$ cat src/rtl/xd_pkg.sv
// Shared types for the cross-domain pulse pacer and its synchroniser.
package xd_pkg;

    typedef enum logic [0:0] {
        IDLE = 1'b0,
        WAIT = 1'b1
    } pacer_state_t;

    localparam int DROP_CNT_W = 16;

endpackage

$ cat src/rtl/xd_pulse_pacer.sv
// Source-domain pacer: queues event pulses and re-emits them at least GAP apart.
// Optional XD_PULSE_PACER_DROP_CNT_EN adds a saturating dropped-event counter.
module xd_pulse_pacer
    import xd_pkg::*;
#(
    parameter int GAP    = 8,
    parameter int DEPTH  = 15,
    parameter int PEND_W = $clog2(DEPTH + 1)
) (
    input  logic              clk_i,
    input  logic              rst_ni,
    input  logic              i,
    output logic              o,
    output logic [PEND_W-1:0] pending,
    output logic              busy,
`ifdef XD_PULSE_PACER_DROP_CNT_EN
    output logic [DROP_CNT_W-1:0] drop_cnt,
`endif
    output logic              overflow
);

    if (GAP < 2 || GAP > 255) begin : g_gap_chk
        $error("xd_pulse_pacer: GAP must be in 2..255");
    end
    if (DEPTH < 1 || DEPTH > 65535) begin : g_depth_chk
        $error("xd_pulse_pacer: DEPTH must be in 1..65535");
    end

    localparam logic [7:0]        GAP_LOAD = 8'(GAP - 2);
    localparam logic [PEND_W-1:0] FULL     = PEND_W'(DEPTH);

    pacer_state_t state;
    logic [7:0]   timer;
    logic         take;
    logic         has_pend;
    logic         drop;

    assign has_pend = (pending != '0);
    assign take     = (state == IDLE) && (i || has_pend);
    // A consume on the same cycle frees a slot, so only a non-take cycle can drop.
    assign drop     = !take && i && (pending == FULL);
    assign busy     = has_pend || o || (state == WAIT);

    always_ff @(posedge clk_i) begin
        if (!rst_ni) begin
            state    <= IDLE;
            timer    <= '0;
            o        <= 1'b0;
            overflow <= 1'b0;
            pending  <= '0;
        end else begin
            o        <= take;
            overflow <= drop;
            unique case (state)
                IDLE: begin
                    if (take) begin
                        state <= WAIT;
                        timer <= GAP_LOAD;
                    end
                end
                WAIT: begin
                    if (timer == '0) begin
                        state <= IDLE;
                    end else begin
                        timer <= timer - 8'd1;
                    end
                end
                default: state <= IDLE;
            endcase
            if (take && has_pend) begin
                if (!i) begin
                    pending <= pending - 1'b1;
                end
            end else if (!take && i && (pending != FULL)) begin
                pending <= pending + 1'b1;
            end
        end
    end

`ifdef XD_PULSE_PACER_DROP_CNT_EN
    always_ff @(posedge clk_i) begin
        if (!rst_ni) begin
            drop_cnt <= '0;
        end else if (drop && (drop_cnt != '1)) begin
            drop_cnt <= drop_cnt + 1'b1;
        end
    end
`endif

endmodule

$ cat config.mk
export PLATFORM = sky130hd
export DESIGN_NAME = xd_pulse_pacer
export DESIGN_NICKNAME = d
export VERILOG_FILES = /design/src/rtl/xd_pkg.sv /design/src/rtl/xd_pulse_pacer.sv
export SDC_FILE = /design/constraint.sdc
export NUM_CORES = 1
export LEC_CHECK = 0
export CORE_MARGIN = 3
export CORE_UTILIZATION = 50
export CTS_CLUSTER_SIZE = 40
export DETAILED_ROUTE_END_ITERATION = 10
export PLACE_DENSITY = 0.81
export SLEW_MARGIN = 40
export SYNTH_ARGS = -nofsm -noshare
export SYNTH_HDL_FRONTEND = slang
export SYNTH_SLANG_ARGS = --single-unit
$ cat constraint.sdc
create_clock -name clk_i -period 4.3 [get_ports clk_i]
set_input_delay 0.645 -clock clk_i [delete_from_list [all_inputs] [get_ports clk_i]]
set_output_delay 0.645 -clock clk_i [all_outputs]
set_load 0.005 [all_outputs]
# After elaboration in Yosys (flattened, before gate mapping)
# Cells that the tools add are included.
[classes]
add_sub_neg = 3
multipliers = 0
n_div = 0
order_cmp = 0
eq_ne = 5
shifts = 0
muxes = 9
bitwise_logic = 1
n_reduce_logical = 14
[ops]
columns = ["operator", "count"]
rows = [
  ["two-way mux 8 bit", 2],
  ["one-hot mux 8 bit (2 select lines)", 1],
  ["two-way mux 4 bit", 3],
  ["zero test 8 bit", 1],
  ["subtractor 8 x 1 -> 8 bit (second input constant)", 1],
  ["!= test 2 bit (second input constant)", 3],
  ["logical AND 1 bit", 5],
  ["adder 4 x 1 -> 4 bit (second input constant)", 1],
  ["== test 4 bit (second input constant)", 1],
  ["!= test 4 bit (second input constant)", 1],
  ["AND reduction 2 bit", 2],
  ["nonzero test 4 bit", 1],
  ["subtractor 4 x 1 -> 4 bit (second input constant)", 1],
  ["logical OR 1 bit", 3],
  ["two-way mux 1 bit", 2],
  ["one-hot mux 1 bit (2 select lines)", 1],
  ["nonzero test 2 bit", 1],
  ["zero test 1 bit", 1],
  ["inverter 1 bit", 1],
]
[word_totals]
ff_bits = 15
latchBits = 0
ramBits = 0
mem_bits_ro = 0
input_bits = 3
mem_count = 0

# Depth between registers and ports, before layout
# Gate-level depths: netlist of the first run.
[logic_depth]
ltp_word = 8
mapped_depth = 7

# Least setup slack after synthesis of the first run
# Ideal clock, no wire load.
[synth_timing]
path_type = "flip-flop to output port"
start = "register pending[0]"
end = "output busy"
t_arrival_ns = 1.278
t_required_ns = 3.655
setup_slack_ns = 2.377
stages_incl_launch_ff = 4
n_path_buf = 1
path_cell_list = "dfxtp_1 -> clkbuf_1 -> or4_1 -> or3_1"
[synth_via]
elab_chain_len = 3
[synth_lines]
columns = ["item", "line_no", "source"]
rows = [
  ["from (decl)", "xd_pulse_pacer.sv:14", "output logic [PEND_W-1:0] pending,"],
  ["from (signal assigned)", "xd_pulse_pacer.sv:72", "pending <= pending - 1'b1;"],
  ["from (signal assigned)", "xd_pulse_pacer.sv:75", "pending <= pending + 1'b1;"],
  ["nonzero test 4 bit", "xd_pulse_pacer.sv:38", "assign has_pend = (pending != '0);"],
  ["logical OR 1 bit (2 in a row)", "xd_pulse_pacer.sv:42", "assign busy = has_pend || o || (state == WAIT);"],
  ["to (decl)", "xd_pulse_pacer.sv:15", "output logic busy,"],
]
# Every way passes these cells.

# Worst setup path after layout of the first run
[layout_timing]
start = "register pending[3]"
end = "output busy"
# Same word-level chain as after synthesis.

==> flow_metrics.env, run 1 <==
export IMPL_status="complete, no violations"
export IMPL_cts_tree="done"
export IMPL_drive_gt1_share_pct=7.619
export IMPL_final_common_cell="dfxtp_1"
export IMPL_grt_overflow=0
export IMPL_maxSlewViolCount=0
export IMPL_power_share_clock_pct=11.5
export IMPL_synthMuxAreaShare_pct=3.642
export IMPL_start_util_pct=54.11
export IMPL_async_flop_share_pct=0
export IMPL_synth_top_area_share_pct=36.42
export IMPL_seq_area_frac_synth_pct=36.42
export IMPL_clock_sinks=15
export IMPL_path_clk_slew_ns=0.10
export IMPL_die_y_um=46.61
export IMPL_dp_slack_ns=1.837
export IMPL_port_buffers=9
export IMPL_synth_edf_count=0
export IMPL_hold_viol_final=0
export IMPL_leakagePower_nw=0.3488
export IMPL_grt_first_pass_wirelength_um=2994
export IMPL_r2r_start="pending[3]"
export IMPL_dpl_hpwl_um=1270
export IMPL_die_x_um=46.61
export IMPL_first_pass_iters=4
export IMPL_grt_max_degree=14
export IMPL_ios=10
export IMPL_setup_slack_ns=1.519
export IMPL_antenna_cells=0
export IMPL_ys_types=40
export IMPL_r2r_cells=4
export IMPL_critPathCaptureType="output port"
export IMPL_period_share_pct=64.68
export IMPL_final_cells=121
export IMPL_place_gp_congestion=0.7822
export IMPL_row_count=14
export IMPL_maxCapViolCount=0
export IMPL_cellPowerDensity_mw_per_mm2=747.5
export IMPL_cts_resized=0
export IMPL_antenna_found_initial=0
export IMPL_combPwrFrac_pct=52.2
export IMPL_tightest_slew_ns=0.5241
export IMPL_first_global_vias=655
export IMPL_drc_errors=0
export IMPL_hold_ws_ns=0.4684
export IMPL_reg2reg_slack_ns=2.29
export IMPL_cts_max_level=1
export IMPL_ys_ff_latch=15
export IMPL_slew_headroom_pct=64.16
export IMPL_layout_common_cells="15 x dfxtp_1, 9 x nand2_1, 9 x clkdlybuf4s50_1, 6 x inv_1"
export IMPL_fillers=136
export IMPL_clockRootBuffer="clkbuf_4"
export IMPL_cts_setup_buffers=0
export IMPL_fin_nets=112
export IMPL_skew_ns=0.01220
export IMPL_tns_ns=0
export IMPL_critPathKind="reg2out"
export IMPL_dp_cells=117
export IMPL_cp_endpoint="busy"
export IMPL_yosys_area_share_simple_pct=26.56
export IMPL_synth_xor_area_share_pct=1.062
export IMPL_clockBufferDepth=2
export IMPL_drt_wirelength_per_cell_um=15.22
export IMPL_vdd_drop_max_uv=507.9
export IMPL_avgSynthCellArea_sq_um=8.589
export IMPL_dieArea_sq_mm=0.002172
export IMPL_coreArea_sq_mm=0.001524
export IMPL_yosysTopAreaCell="dfxtp_1"
export IMPL_switchingPower_mw=0.3170
export IMPL_drt_total_wl_um=1842
export IMPL_synth_fp_nets=102
export IMPL_setup_viol=0
export IMPL_yosys_warnings=0
export IMPL_cellInternalPower_mw=0.3910
export IMPL_synth_compound_area_share_pct=22.46
export IMPL_worstPathMaxFanout=8
export IMPL_netlist_instances=96
export IMPL_switching_share_pct=44.77
export IMPL_hp_class="reg2reg"
export IMPL_drtIter0Drc=9
export IMPL_area_growth_pct=14.87
export IMPL_track_usage_pct=19.15
export IMPL_r2r_end="overflow"
export IMPL_startpoint="pending[3]"
export IMPL_synth_top_family_by_area="simple AND/OR/NAND/NOR gates"
export IMPL_yosys_area_share_adder_pct=4.552
export IMPL_via_per_inst=6.347
export IMPL_rsz0062_at_grt="no"
export IMPL_clock_latency_ns=0.29
export IMPL_critical_path_required_ns=3.65
export IMPL_ant_nets=0
export IMPL_worst_ep_arrival_time_ns=2.14
export IMPL_synth_ff_type="dfxtp_1"
export IMPL_synth_area_sq_um=824.5
export IMPL_postCtsHoldBufs=0
export IMPL_p_seq_share_pct=36.3
export IMPL_layout_min_cycle_time_ns=2.781
export IMPL_crit_path_start_kind="flop"
export IMPL_numCtsBuffers=3
export IMPL_num_vias=768
export IMPL_clock_fmax_mhz=359.5
export IMPL_synth_area_top_cells="dfxtp_1 36%, ha_1 4.6%, nand2_1 4.1%, mux2i_1 3.6%, or4_1 3.6%"
critical path, cell delays in order (launching register included):
cell             delay (ns)
dfxtp_1                0.39
or4_1                  0.63
or3_1                  0.37
clkdlybuf4s50_1        0.46
final cells by class:
class	count	area [sq um]	share of cell area, %
well taps	16	20.02	2.114
multi-input cells	70	484.2	51.12
repair buffers	9	90.09	9.511
flip-flops and latches	15	300.3	31.70
inverters	7	26.28	2.774
clock buffers	4	26.28	2.774
cells by family (layout without fill, tap and decap cells):
family                   count (synthesis)  in the layout
buffers and inverters                   11             20
flip-flops                              15             15
AO/OA/AOI/OAI                           24             24
AND/OR/NAND/NOR                         39             39
XOR/XNOR                                 1              1
multiplexers                             3              3
adder cells (fa/ha/maj)                  3              3
cell usage after synthesis (all sizes together) (3+ instances only):
cell type	count
nor2	5
nand3	5
mux2i	3
or4	5
nand2	9
ha	3
dfxtp	15
buf	3
inv	6
nor3	4
a21oi	5
o21ai	4
metrics by stage:
stage / total power [mW] / area (sq um) / util, %
after floorplan: 0.5139 / 824.5 / -
after global placement: 0.5974 / 917.1 / 60.18
after detailed placement: 0.6185 / 917.1 / 60.18
after CTS: 0.7005 / 943.4 / 61.90
after global routing: 0.7674 / 947.2 / 62.15
final: 0.7080 / 947.2 / 62.15
flip-flops by register name, summed over array words and instances, names as in the netlist:
register,count
timer,8
overflow,1
state,1
pending,4
o,1
worst min path at each step:
stage,end,depth (start not counted),from
6_report,timer[0],2,timer[0]
5_1_grt,timer[0],2,timer[0]
3_3_place_gp,timer[0],2,timer[0]
4_1_cts,timer[0],2,timer[0]
3_5_place_dp,timer[0],2,timer[0]
2_1_floorplan,timer[0],2,timer[0]
layer usage:
metal  track usage [%]  share of wire, %  vias up
li1                  -                 -      379
met1             26.40                49      375
met2             28.85                46       12
met3             6.641               4.7        2
met4             3.867              0.76        0
met5                 0                 0        -
power by group through the flow:
stage                     combinational, mW  clock [mW]  sequential, mW
after detailed placement              0.361           0           0.258
final                                 0.369      0.0818           0.257
after global routing                  0.414      0.0883           0.265
after global placement                0.343           0           0.255
after CTS                             0.363      0.0827           0.255
after floorplan                       0.287           0           0.226
Power figures use the tool's default switching activity.
==> inputs of run 2 (changes only) <==
==> constraint.sdc (replaced) <==
create_clock -name clk_i -period 2.65 [get_ports clk_i]
set_input_delay 0.3975 -clock clk_i [delete_from_list [all_inputs] [get_ports clk_i]]
set_output_delay 0.3975 -clock clk_i [all_outputs]
set_load 0.005 [all_outputs]
==> run 2 against run 1 <==
  * Sequential power rose by 61%
  * Routed wire length fell by 7.2%
  * Via count fell by 1.8%
  * Die area did not move
  * Register-to-register slack got worse by 1.6 ns
  * Sequential cell count did not move
  * Non-clock buffer count did not move
  * Combinational power rose by 59%
  * Cell count did not move
  * Hold slack improved by 0.0014 ns
  * Final area rose by 0.13%
  * Critical path type unchanged
==> flow_metrics.env, run 2 (synthesis results as in run 1) <==
export IMPL_layout_common_cells="15 x dfxtp_1, 9 x nand2_1, 9 x clkdlybuf4s50_1, 6 x inv_1"
export IMPL_critPathKind="reg2out"
export IMPL_startpoint="pending[3]"
export IMPL_cts_tree="done"
export IMPL_hp_class="reg2reg"
export IMPL_fin_nets=112
export IMPL_num_vias=754
export IMPL_worstPathMaxFanout=8
export IMPL_skew_ns=0.004455
export IMPL_path_clk_slew_ns=0.09
export IMPL_largest_reg_flops=8
export IMPL_leakagePower_nw=0.3515
export IMPL_cp_cell_sequence="or4_1 -> or3_1 -> clkdlybuf4s50_1"
export IMPL_vdd_drop_max_uv=742.7
export IMPL_maxSlewViolCount=0
export IMPL_start_util_pct=54.11
export IMPL_tns_ns=0
export IMPL_largest_register="timer"
export IMPL_clock_latency_ns=0.29
export IMPL_largestRegisters="timer (8), pending (4)"
export IMPL_final_cells=121
export IMPL_die_y_um=46.61
export IMPL_hold_viol_final=0
export IMPL_multi_input_area_sq_um=484.2
export IMPL_crit_path_start_kind="flop"
export IMPL_drtIter0Drc=28
export IMPL_slowest_stage="or4_1"
export IMPL_cts_max_level=1
export IMPL_ant_nets=0
export IMPL_hold_ws_ns=0.4698
export IMPL_dpl_hpwl_um=1183
export IMPL_critical_path_required_ns=2.25
export IMPL_clockBufferDepth=2
export IMPL_tightest_slew_ns=0.5381
export IMPL_coreArea_sq_mm=0.001524
export IMPL_cellPowerDensity_mw_per_mm2=1195
export IMPL_grt_max_degree=14
export IMPL_rsz0062_at_grt="no"
export IMPL_place_area_sq_um=917.1
export IMPL_die_x_um=46.61
export IMPL_via_per_inst=6.231
export IMPL_dp_cells=117
export IMPL_clock_sinks=15
export IMPL_max_stage_delay_ns=0.62
export IMPL_first_pass_iters=4
export IMPL_area_growth_pct=15.02
export IMPL_status="complete, no violations"
export IMPL_drt_total_wl_um=1710
export IMPL_port_buffers=9
export IMPL_cts_setup_buffers=0
export IMPL_clock_fmax_mhz=401.6
export IMPL_power_mw=1.133
export IMPL_drt_wirelength_per_cell_um=14.13
export IMPL_layout_min_cycle_time_ns=2.490
export IMPL_maxCapViolCount=0
export IMPL_ios=10
export IMPL_cts_resized=0
export IMPL_place_gp_congestion=0.7684
export IMPL_grt_overflow=0
export IMPL_row_count=14
export IMPL_critPathCaptureType="output port"
export IMPL_numCtsBuffers=3
export IMPL_r2r_start="pending[3]"
export IMPL_track_usage_pct=17.42
export IMPL_slew_headroom_pct=63.20
export IMPL_register_area_sq_um=300.3
export IMPL_postCtsHoldBufs=0
export IMPL_dieArea_sq_mm=0.002172
export IMPL_drive_gt1_share_pct=8.571
export IMPL_antenna_cells=0
export IMPL_clockRootBuffer="clkbuf_4"
export IMPL_worst_ep_arrival_time_ns=2.09
export IMPL_grt_first_pass_wirelength_um=2691
export IMPL_period_share_pct=93.97
export IMPL_finalInstanceArea_sq_um=948.4
export IMPL_antenna_found_initial=0
export IMPL_min_from="timer[0]"
export IMPL_drc_errors=0
export IMPL_fillers=129
export IMPL_final_common_cell="dfxtp_1"
export IMPL_first_global_vias=596
export IMPL_setup_viol=0
## run 2: area by class of cell
type / instances / share of cell area [%]
clock inverter: 1 / 0.5277
clock buffer: 3 / 2.375
inverter: 7 / 2.770
multi-input combinational: 70 / 51.06
timing repair buffer: 9 / 9.499
tap: 16 / 2.111
sequential: 15 / 31.66
## run 2: path summary, 6_finish.rpt
path              end  slack (ns)  cells after the start
min          timer[0]        0.47                      2
max reg2reg  overflow        0.69                      4
max              busy        0.16                      3
min reg2reg  timer[0]        0.47                      2
## run 2: critical path, delay by kind of cell (launching register included)
family / cells / cell delay, ns
simple gates: 2 / 0.96
buf+inv: 1 / 0.45
flops: 1 / 0.38
## run 2: routing by layer
layer,part of all wire [%],up-vias,GRT usage [%]
met3,4.6,2,3.125
met5,0,-,0
met1,48,351,24.82
li1,-,378,-
met4,1.3,0,6.630
met2,46,23,25.82
## run 2: power by group
| group | leakage [nW] | total [mW] | switching [mW] | internal [mW] |
|---|---|---|---|---|
| registers | 0.123 | 0.413 | 0.112 | 0.301 |
| logic | 0.211 | 0.586 | 0.311 | 0.276 |
| clock network | 0.0177 | 0.134 | 0.0774 | 0.0561 |
## run 2: stage by stage
step / worst slack [ns] / utilization, %
final: 0.1599 / 62.23
after global routing: 0.1044 / 62.23
after CTS: 0.1853 / 61.99
after detailed placement: 0.4503 / 60.18
after global placement: 0.4901 / 60.18
after floorplan: 0.9145 / -
==> inputs of run 3 (changes only) <==
--- a/config.mk
+++ b/config.mk
@@ -10,7 +10,7 @@
 export CTS_CLUSTER_SIZE = 40
 export DETAILED_ROUTE_END_ITERATION = 10
 export PLACE_DENSITY = 0.81
-export SLEW_MARGIN = 40
+export SLEW_MARGIN = 20
 export SYNTH_ARGS = -nofsm -noshare
 export SYNTH_HDL_FRONTEND = slang
 export SYNTH_SLANG_ARGS = --single-unit
==> run 3 against run 2 <==
  * Register-to-register slack got worse by 0.30 ns
  * Sequential cell count unchanged
  * Hold slack got worse by 0.0015 ns
  * Routed wire length shrank 0.88%
  * Clock skew is essentially flat
  * Largest cell class unchanged
  * Power shrank 0.41%
  * Critical path type unchanged
  * Die area unchanged
==> flow_metrics.env, run 3 (synthesis results as in run 1) <==
export IMPL_status="complete, no violations"
export IMPL_largest_register="timer"
export IMPL_ant_nets=0
export IMPL_critPathTopFamily="simple AND/OR/NAND/NOR gates"
export IMPL_cellPowerDensity_mw_per_mm2=1194
export IMPL_grt_max_degree=14
export IMPL_drt_total_wl_um=1695
export IMPL_numCtsBuffers=3
export IMPL_area_growth_pct=14.57
export IMPL_worstPathMaxFanout=8
export IMPL_clockBufferDepth=2
export IMPL_critPathCaptureType="output port"
export IMPL_skew_ns=0.004152
export IMPL_tightest_slew_ns=0.8239
export IMPL_port_buffers=9
export IMPL_critical_path_required_ns=2.25
export IMPL_layout_common_cells="15 x dfxtp_1, 9 x nand2_1, 9 x clkdlybuf4s50_1, 6 x inv_1"
export IMPL_drtIter0Drc=18
export IMPL_path_clk_slew_ns=0.09
export IMPL_clockRootBuffer="clkbuf_4"
export IMPL_coreArea_sq_mm=0.001524
export IMPL_hold_ws_ns=0.4683
export IMPL_layout_min_cycle_time_ns=2.473
export IMPL_drive_gt1_share_pct=7.619
export IMPL_cts_max_level=1
export IMPL_clock_latency_ns=0.29
export IMPL_antenna_found_initial=0
export IMPL_crit_path_start_kind="flop"
export IMPL_fin_nets=112
export IMPL_track_usage_pct=17.42
export IMPL_critPathBufInv=1
export IMPL_dp_slack_ns=0.4503
export IMPL_critPathKind="reg2out"
export IMPL_power_mw=1.128
export IMPL_place_area_sq_um=917.1
export IMPL_drt_wirelength_per_cell_um=14.01
export IMPL_clock_fmax_mhz=404.4
export IMPL_dpl_hpwl_um=1183
export IMPL_maxCapViolCount=0
export IMPL_finalInstanceArea_sq_um=944.7
export IMPL_final_cells=121
export IMPL_place_gp_congestion=0.7684
export IMPL_slowest_stage="or4_1"
export IMPL_first_global_vias=596
export IMPL_antenna_cells=0
export IMPL_fillers=129
export IMPL_max_stage_delay_ns=0.61
export IMPL_period_share_pct=93.31
export IMPL_cts_resized=0
export IMPL_start_util_pct=54.11
export IMPL_cts_setup_buffers=0
export IMPL_largest_reg_flops=8
export IMPL_via_per_inst=6.174
export IMPL_grt_overflow=0
export IMPL_num_vias=747
export IMPL_postCtsHoldBufs=0
export IMPL_maxSlewViolCount=0
export IMPL_grt_first_pass_wirelength_um=2691
export IMPL_dieArea_sq_mm=0.002172
export IMPL_cts_tree="done"
export IMPL_fin_util_pct=61.99
export IMPL_hp_class="reg2reg"
export IMPL_final_common_cell="dfxtp_1"
export IMPL_multi_input_area_sq_um=480.5
export IMPL_cp_cell_sequence="or4_1 -> or3_1 -> clkdlybuf4s50_1"
export IMPL_tns_ns=0
export IMPL_hold_viol_final=0
export IMPL_rsz0062_at_grt="no"
export IMPL_row_count=14
export IMPL_leakagePower_nw=0.3503
export IMPL_register_area_sq_um=300.3
export IMPL_dp_cells=117
export IMPL_largestRegisters="timer (8), pending (4)"
export IMPL_worst_ep_arrival_time_ns=2.08
export IMPL_first_pass_iters=4
export IMPL_clock_sinks=15
export IMPL_vdd_drop_max_uv=741.9
export IMPL_setup_viol=0
export IMPL_die_y_um=46.61
export IMPL_slew_headroom_pct=44.71
export IMPL_die_x_um=46.61
export IMPL_drc_errors=0
export IMPL_setup_slack_ns=0.1773
export IMPL_ios=10
[run 3: routing by layer]
layer | part of all wire (%) | global-route usage (%)
met1 | 51 | 24.82
met2 | 44 | 25.82
met3 | 2.6 | 3.125
met4 | 2.0 | 6.630
met5 | 0 | 0
[run 3: area by class of cell]
type	count	share of cell area [%]
timing repair buffer	9	9.536
clock buffer	3	2.384
multi-input combinational	70	50.86
tap	16	2.119
sequential	15	31.79
inverter	7	2.781
clock inverter	1	0.5298
[run 3: worst paths after layout]
path,start,endpoint,slack [ns],cells after the start
hold / removal,timer[0],timer[0],0.47,2
setup reg to reg,pending[3],timer[7],0.39,4
setup / recovery,pending[3],busy,0.18,3
hold reg to reg,timer[0],timer[0],0.47,2
[run 3: tightest hold or removal path, stage by stage (launching register included)]
cell and delay (ns):
dfxtp_1 0.32, nand3_1 0.06, a21oi_1 0.05
[run 3: power breakdown]
part | internal (mW) | leakage [nW] | switching (mW)
clock network | 0.0561 | 0.0177 | 0.0774
logic | 0.274 | 0.210 | 0.306
registers | 0.301 | 0.123 | 0.114
total | 0.631 | 0.350 | 0.497
